`src/rtl/cmplx_mac.sv`:
```
// Pipelined fixed-point complex multiply-accumulate: a*b or a*conj(b), either
// bypassed per beat or summed over an in_last-delimited group with saturation.

module cmplx_mac_sat_add #(
  parameter int OW = 48
) (
  input  logic signed [OW-1:0] acc,
  input  logic signed [OW-1:0] p,
  output logic signed [OW-1:0] sum,
  output logic                 sat
);
  localparam logic [OW-1:0] MAX_V = {1'b0, {(OW-1){1'b1}}};
  localparam logic [OW-1:0] MIN_V = {1'b1, {(OW-1){1'b0}}};

  logic [OW:0] full;

  assign full = {acc[OW-1], acc} + {p[OW-1], p};

  // One guard bit is enough: the top two bits disagree only on overflow.
  always_comb begin
    sat = full[OW] ^ full[OW-1];
    sum = full[OW-1:0];
    if (sat) sum = full[OW] ? MIN_V : MAX_V;
  end
endmodule

module cmplx_mac #(
  parameter int DW = 18,
  parameter int OW = 48
) (
  input  logic                 clk,
  input  logic                 rst,
  input  logic                 in_valid,
  input  logic                 in_last,
  input  logic                 acc_en,
  input  logic                 conj_b,
  input  logic signed [DW-1:0] areal,
  input  logic signed [DW-1:0] aimag,
  input  logic signed [DW-1:0] breal,
  input  logic signed [DW-1:0] bimag,
  output logic                 out_valid,
  output logic signed [OW-1:0] creal,
  output logic signed [OW-1:0] cimag,
  output logic                 ovf
);
  localparam int STAGES = 4;
  localparam int PW     = 2 * DW;
  localparam int SW     = 2 * DW + 1;

  typedef struct packed {
    logic last;
    logic acc;
  } ctrl_t;

  logic [STAGES:1]          vld_pipe;
  ctrl_t [STAGES-1:1]       ctrl_pipe;
  logic [2:1]               conj_pipe;

  logic signed [DW-1:0]     s1_ar, s1_ai, s1_br, s1_bi;
  logic signed [PW-1:0]     pp_rr, pp_ii, pp_ri, pp_ir;
  logic signed [SW-1:0]     s3_re, s3_im;

  logic [1:0][OW-1:0]       p_ext;
  logic [1:0][OW-1:0]       acc_q;
  logic [1:0][OW-1:0]       sum_sat;
  logic [1:0]               sat;
  logic                     sticky;

  // Control and valid pipeline; only bypass and group-closing beats emit.
  always_ff @(posedge clk) begin
    if (rst) begin
      vld_pipe  <= '0;
      ctrl_pipe <= '0;
      conj_pipe <= '0;
    end else begin
      vld_pipe[STAGES-1:1] <= {vld_pipe[STAGES-2:1], in_valid};
      vld_pipe[STAGES]     <= vld_pipe[STAGES-1] &
                              (~ctrl_pipe[STAGES-1].acc | ctrl_pipe[STAGES-1].last);
      ctrl_pipe <= {ctrl_pipe[STAGES-2:1], ctrl_t'{last: in_last, acc: acc_en}};
      conj_pipe <= {conj_pipe[1], conj_b};
    end
  end

  // Datapath stages S1..S3 are free-running and qualified by vld_pipe.
  always_ff @(posedge clk) begin
    if (in_valid) begin
      s1_ar <= areal;
      s1_ai <= aimag;
      s1_br <= breal;
      s1_bi <= bimag;
    end
    pp_rr <= PW'(s1_ar) * PW'(s1_br);
    pp_ii <= PW'(s1_ai) * PW'(s1_bi);
    pp_ri <= PW'(s1_ar) * PW'(s1_bi);
    pp_ir <= PW'(s1_ai) * PW'(s1_br);
    if (conj_pipe[2]) begin
      s3_re <= SW'(pp_rr) + SW'(pp_ii);
      s3_im <= SW'(pp_ir) - SW'(pp_ri);
    end else begin
      s3_re <= SW'(pp_rr) - SW'(pp_ii);
      s3_im <= SW'(pp_ri) + SW'(pp_ir);
    end
  end

  assign p_ext[0] = OW'(s3_re);
  assign p_ext[1] = OW'(s3_im);

  for (genvar k = 0; k < 2; k++) begin : g_comp
    cmplx_mac_sat_add #(.OW(OW)) u_sat (
      .acc (acc_q[k]),
      .p   (p_ext[k]),
      .sum (sum_sat[k]),
      .sat (sat[k])
    );
  end

  // S4: bypass beats leave the accumulator untouched so an open group survives.
  always_ff @(posedge clk) begin
    if (rst) begin
      creal  <= '0;
      cimag  <= '0;
      ovf    <= 1'b0;
      acc_q  <= '0;
      sticky <= 1'b0;
    end else if (vld_pipe[STAGES-1]) begin
      if (!ctrl_pipe[STAGES-1].acc) begin
        creal <= p_ext[0];
        cimag <= p_ext[1];
        ovf   <= 1'b0;
      end else if (ctrl_pipe[STAGES-1].last) begin
        creal  <= sum_sat[0];
        cimag  <= sum_sat[1];
        ovf    <= sticky | (|sat);
        acc_q  <= '0;
        sticky <= 1'b0;
      end else begin
        acc_q  <= sum_sat;
        sticky <= sticky | (|sat);
      end
    end
  end

  assign out_valid = vld_pipe[STAGES];
endmodule

```
`config.mk`:
```
export PLATFORM = sky130hd
export DESIGN_NAME = cmplx_mac
export DESIGN_NICKNAME = d
export VERILOG_FILES = /design/src/rtl/cmplx_mac.sv
export SDC_FILE = /design/constraint.sdc
export NUM_CORES = 2
export LEC_CHECK = 0
export BUFFER_PORTS_ARGS = -buffer_cell sky130_fd_sc_hd__buf_2
export CORE_ASPECT_RATIO = 1.1
export CORE_UTILIZATION = 48
export CTS_BUF_LIST = sky130_fd_sc_hd__clkbuf_4
export DETAILED_ROUTE_END_ITERATION = 10
export PLACE_DENSITY = 0.68
export SLEW_MARGIN = 10
export SYNTH_ARGS = -nofsm -noshare
export SYNTH_HDL_FRONTEND = slang
export SYNTH_SLANG_ARGS = --single-unit
```
`constraint.sdc`:
```
create_clock -name clk -period 7.1 [get_ports clk]
set_input_delay 0.355 -clock clk [delete_from_list [all_inputs] [get_ports clk]]
set_output_delay 0.355 -clock clk [all_outputs]
set_load 0.01 [all_outputs]
```
==> results.ini <==
[status]
outcome=finished clean

[synth]
synth-main-ff-cell=dfxtp_1
syn-mean-instance-area_um2=9.035
syn_area_mm2=0.07274
synthDominantCellAreaShare_pct=36.33
yosysSeqAreaShare_pct=14.64
ys_top_cells_by_count=1570 x inv_1, 1320 x fa_1, 789 x nand2_1, 672 x and2_1, 542 x ha_1
synth.ff_latch_count=496
yosysWarnings=0
ys_top_cells_by_area=fa_1 36%, dfxtp_1 12%, ha_1 9.3%
yosys.cell_count.top_type=inv_1
netlist_instances=8051
async_flop_share_pct=0
synth_cell_types=87
synth_edf_count=72
synth_fp_nets=9991
yosysTopAreaCell=fa_1

[setup_path]
crit_path_start_kind=flip-flop
r2r_end=pp_ir[34]
critPathMaxStageDelay_ns=0.81
critPathMaxFanout=16
path_buf_inv=5
cp_slowest_cell=edfxtp_1
cp.required_ns=8.20
end_kind=flip-flop
r2r-start=s1_ai[14]
path_cells=buf_4 > and2_1 > fa_1 > fa_1 > inv_1 > fa_1 > inv_1 > fa_1 > fa_1 > inv_1 > fa_1 > inv_1 > ha_1 > a21o_1 > a21o_1 > a21oi_1 > nand2_1 > nor4b_1 > nor2_1 > nand3_1 > a311oi_1 > a311oi_1 > xnor2_1
r2r_cells=23
crit_family=adder cells
worst_ep_arrival_time_ns=7.91
r2r_setup_slack_ns=0.29
path_class=flip-flop to flip-flop
path_common_cell=fa_1

[route]
antenna_left=0
vias=56560
wirelength_mm=206.5
drt_iter0_drc=4009
dr.pass1.iters=5
via_per_inst=5.409
post_drt_wl_per_cell_um=19.75
post-route-drc-count=0

[grt]
grt_usage_pct=27.37
grt_max_degree=72
grt_pass1_vias=59640
antenna_found_initial=18
overflow=0
grt_pass1_wl_mm=325.7

[floorplanning]
dieArea_mm2=0.1531
io_pins=176
fp-row-count=149
initial_core_util_pct=48.41
dieWidth_um=373.2
die_y_um=410.3
coreArea_mm2=0.1503

[placed_design]
pre_cts_ws_ns=0.1873
numPortBuffers=175
gp_congestion=0.9664
hpwlAfterDp_mm=164.6

[layout]
drive_gt1_share_pct=7.983
num-fill-cells=13760
regArea_mm2=0.01065
multi_input_area_mm2=0.05482
final_util_pct=53.38
area_growth_pct=10.28
final_nets=10310

[timing]
period_share_pct=95.94
skew_ns=0.1458
slew_headroom_pct=24.23
setup_viol=0
maxSlewViolCount=0
whs_ns=0.1989
worstMarginPinSlew_ns=1.132
grt_setup_unrepaired=no
min_period_ns=6.812
worst_slack_ns=0.2885
fmax_mhz=146.8
final_hold_viol_count=0
setup_tns_ns=0

[cts]
root_buffer=clkbuf_4
h-tree-depth=4
clkSlewWorstSetupHoldPaths_ns=0.07
clock_latency_ns=1.25
clock_path_buffers=3
cts_sinks=496
numCtsBuffers=148
cts_tree=yes

[hold_path]
worstHoldStart=rst
min_delay_worst_endpoint=cimag[9]
whs_path_depth=3
hp-class=primary input to flip-flop

[job]
cap_violations=0

how the worst max path moves through the flow:
stage	startpoint	endpoint	cells past startpoint
floorplan	s1_bi[17]	pp_ri[32]	23
global placement	s1_ai[8]	pp_ii[24]	22
detailed placement	s1_ar[11]	pp_rr[34]	22
CTS	s1_ar[11]	pp_rr[34]	22
global route	s1_bi[2]	pp_ii[35]	26
finish	s1_ai[14]	pp_ir[34]	23
final cells by class:
type,count,area share (%)
flip-flops and latches,496,13.28
inverters,1571,7.351
well taps,1963,3.062
multi-input cells,5612,68.33
clock buffers,206,1.928
diodes,14,0.04367
clock inverters,56,0.3790
repair buffers,539,5.625
cell usage in the layout (no fill, tap or decap), drive strengths merged, types with 16 or more instances in the layout:
master,instances
or3,20
fa,1320
and2,673
o21ai,251
nor2b,35
a211oi,37
a21oi,336
o21a,58
xnor2,259
a21o,140
a22o,33
dlygate4sd3,152
or2,16
buf,387
nand2,791
edfxtp,72
a31oi,43
clkinv,44
nor4,18
o21bai,43
clkbuf,206
nand3,55
dfxtp,424
nor3,88
nand2b,49
o22ai,25
xor2,101
nor2,387
inv,1576
a22oi,41
and3,25
o211ai,22
ha,542
nand4,33
per-stage QoR:
stage                     cells  instance area (µm²)
final                     10460                80220
after global routing      10460                80220
after CTS                 10410                79780
after detailed placement   9995                76410
after global placement     9995                76410
after floorplan            8051                72740
worst reg2reg max path, delay by kind of cell, from the launching register on:
kind / cells / cell delay [ns]
flops: 1 / 0.81
simple gates: 5 / 0.95
compound gates: 5 / 1.03
buf+inv: 5 / 0.54
fa+ha+maj: 7 / 3.29
xor+xnor: 1 / 0.15
state kept, by name (all words and copies together), names as in the netlist:
name,flops
s1_bi,18
vld_pipe,4
sticky,1
ovf,1
pp_ii,36
conj_pipe,2
cimag,48
s1_ai,18
pp_ri,36
pp_ir,36
s3_re,37
acc_q,96
s1_br,18
s1_ar,18
s3_im,37
pp_rr,36
ctrl_pipe,6
creal,48
kinds of logic (layout without fill, tap and decap cells):
| logic type | count (synthesis) | in the layout | synth area share [%] |
|---|---|---|---|
| AO/OA/AOI/OAI | 1154 | 1154 | 10.11 |
| XOR/XNOR | 360 | 360 | 4.345 |
| adder cells (fa/ha/maj) | 1866 | 1866 | 45.71 |
| buffers and inverters | 1943 | 2372 | 10.12 |
| flip-flops | 496 | 496 | 14.64 |
| multiplexers | 5 | 5 | 0.08773 |
| other | 0 | 14 | 0 |
| AND/OR/NAND/NOR | 2227 | 2227 | 14.99 |
layer usage:
metal,wire length [µm],GRT usage [%],vias up
met2,100400,46.92,1968
met5,80,0,-
met1,82660,33.83,28420
met3,13410,4.260,478
met4,9983,12.75,12
li1,-,-,25680
timing repair:
action,4_1_cts,5_1_grt
buffers inserted,0,34
endpoints found under the setup margin,0,15
hold buffers,152,0
resized for setup,0,11
endpoints found under the hold margin,141,0
Power is left out: the tool's default activity adds up to more than one toggle a clock period on the data nets, which glitch-free logic cannot reach.
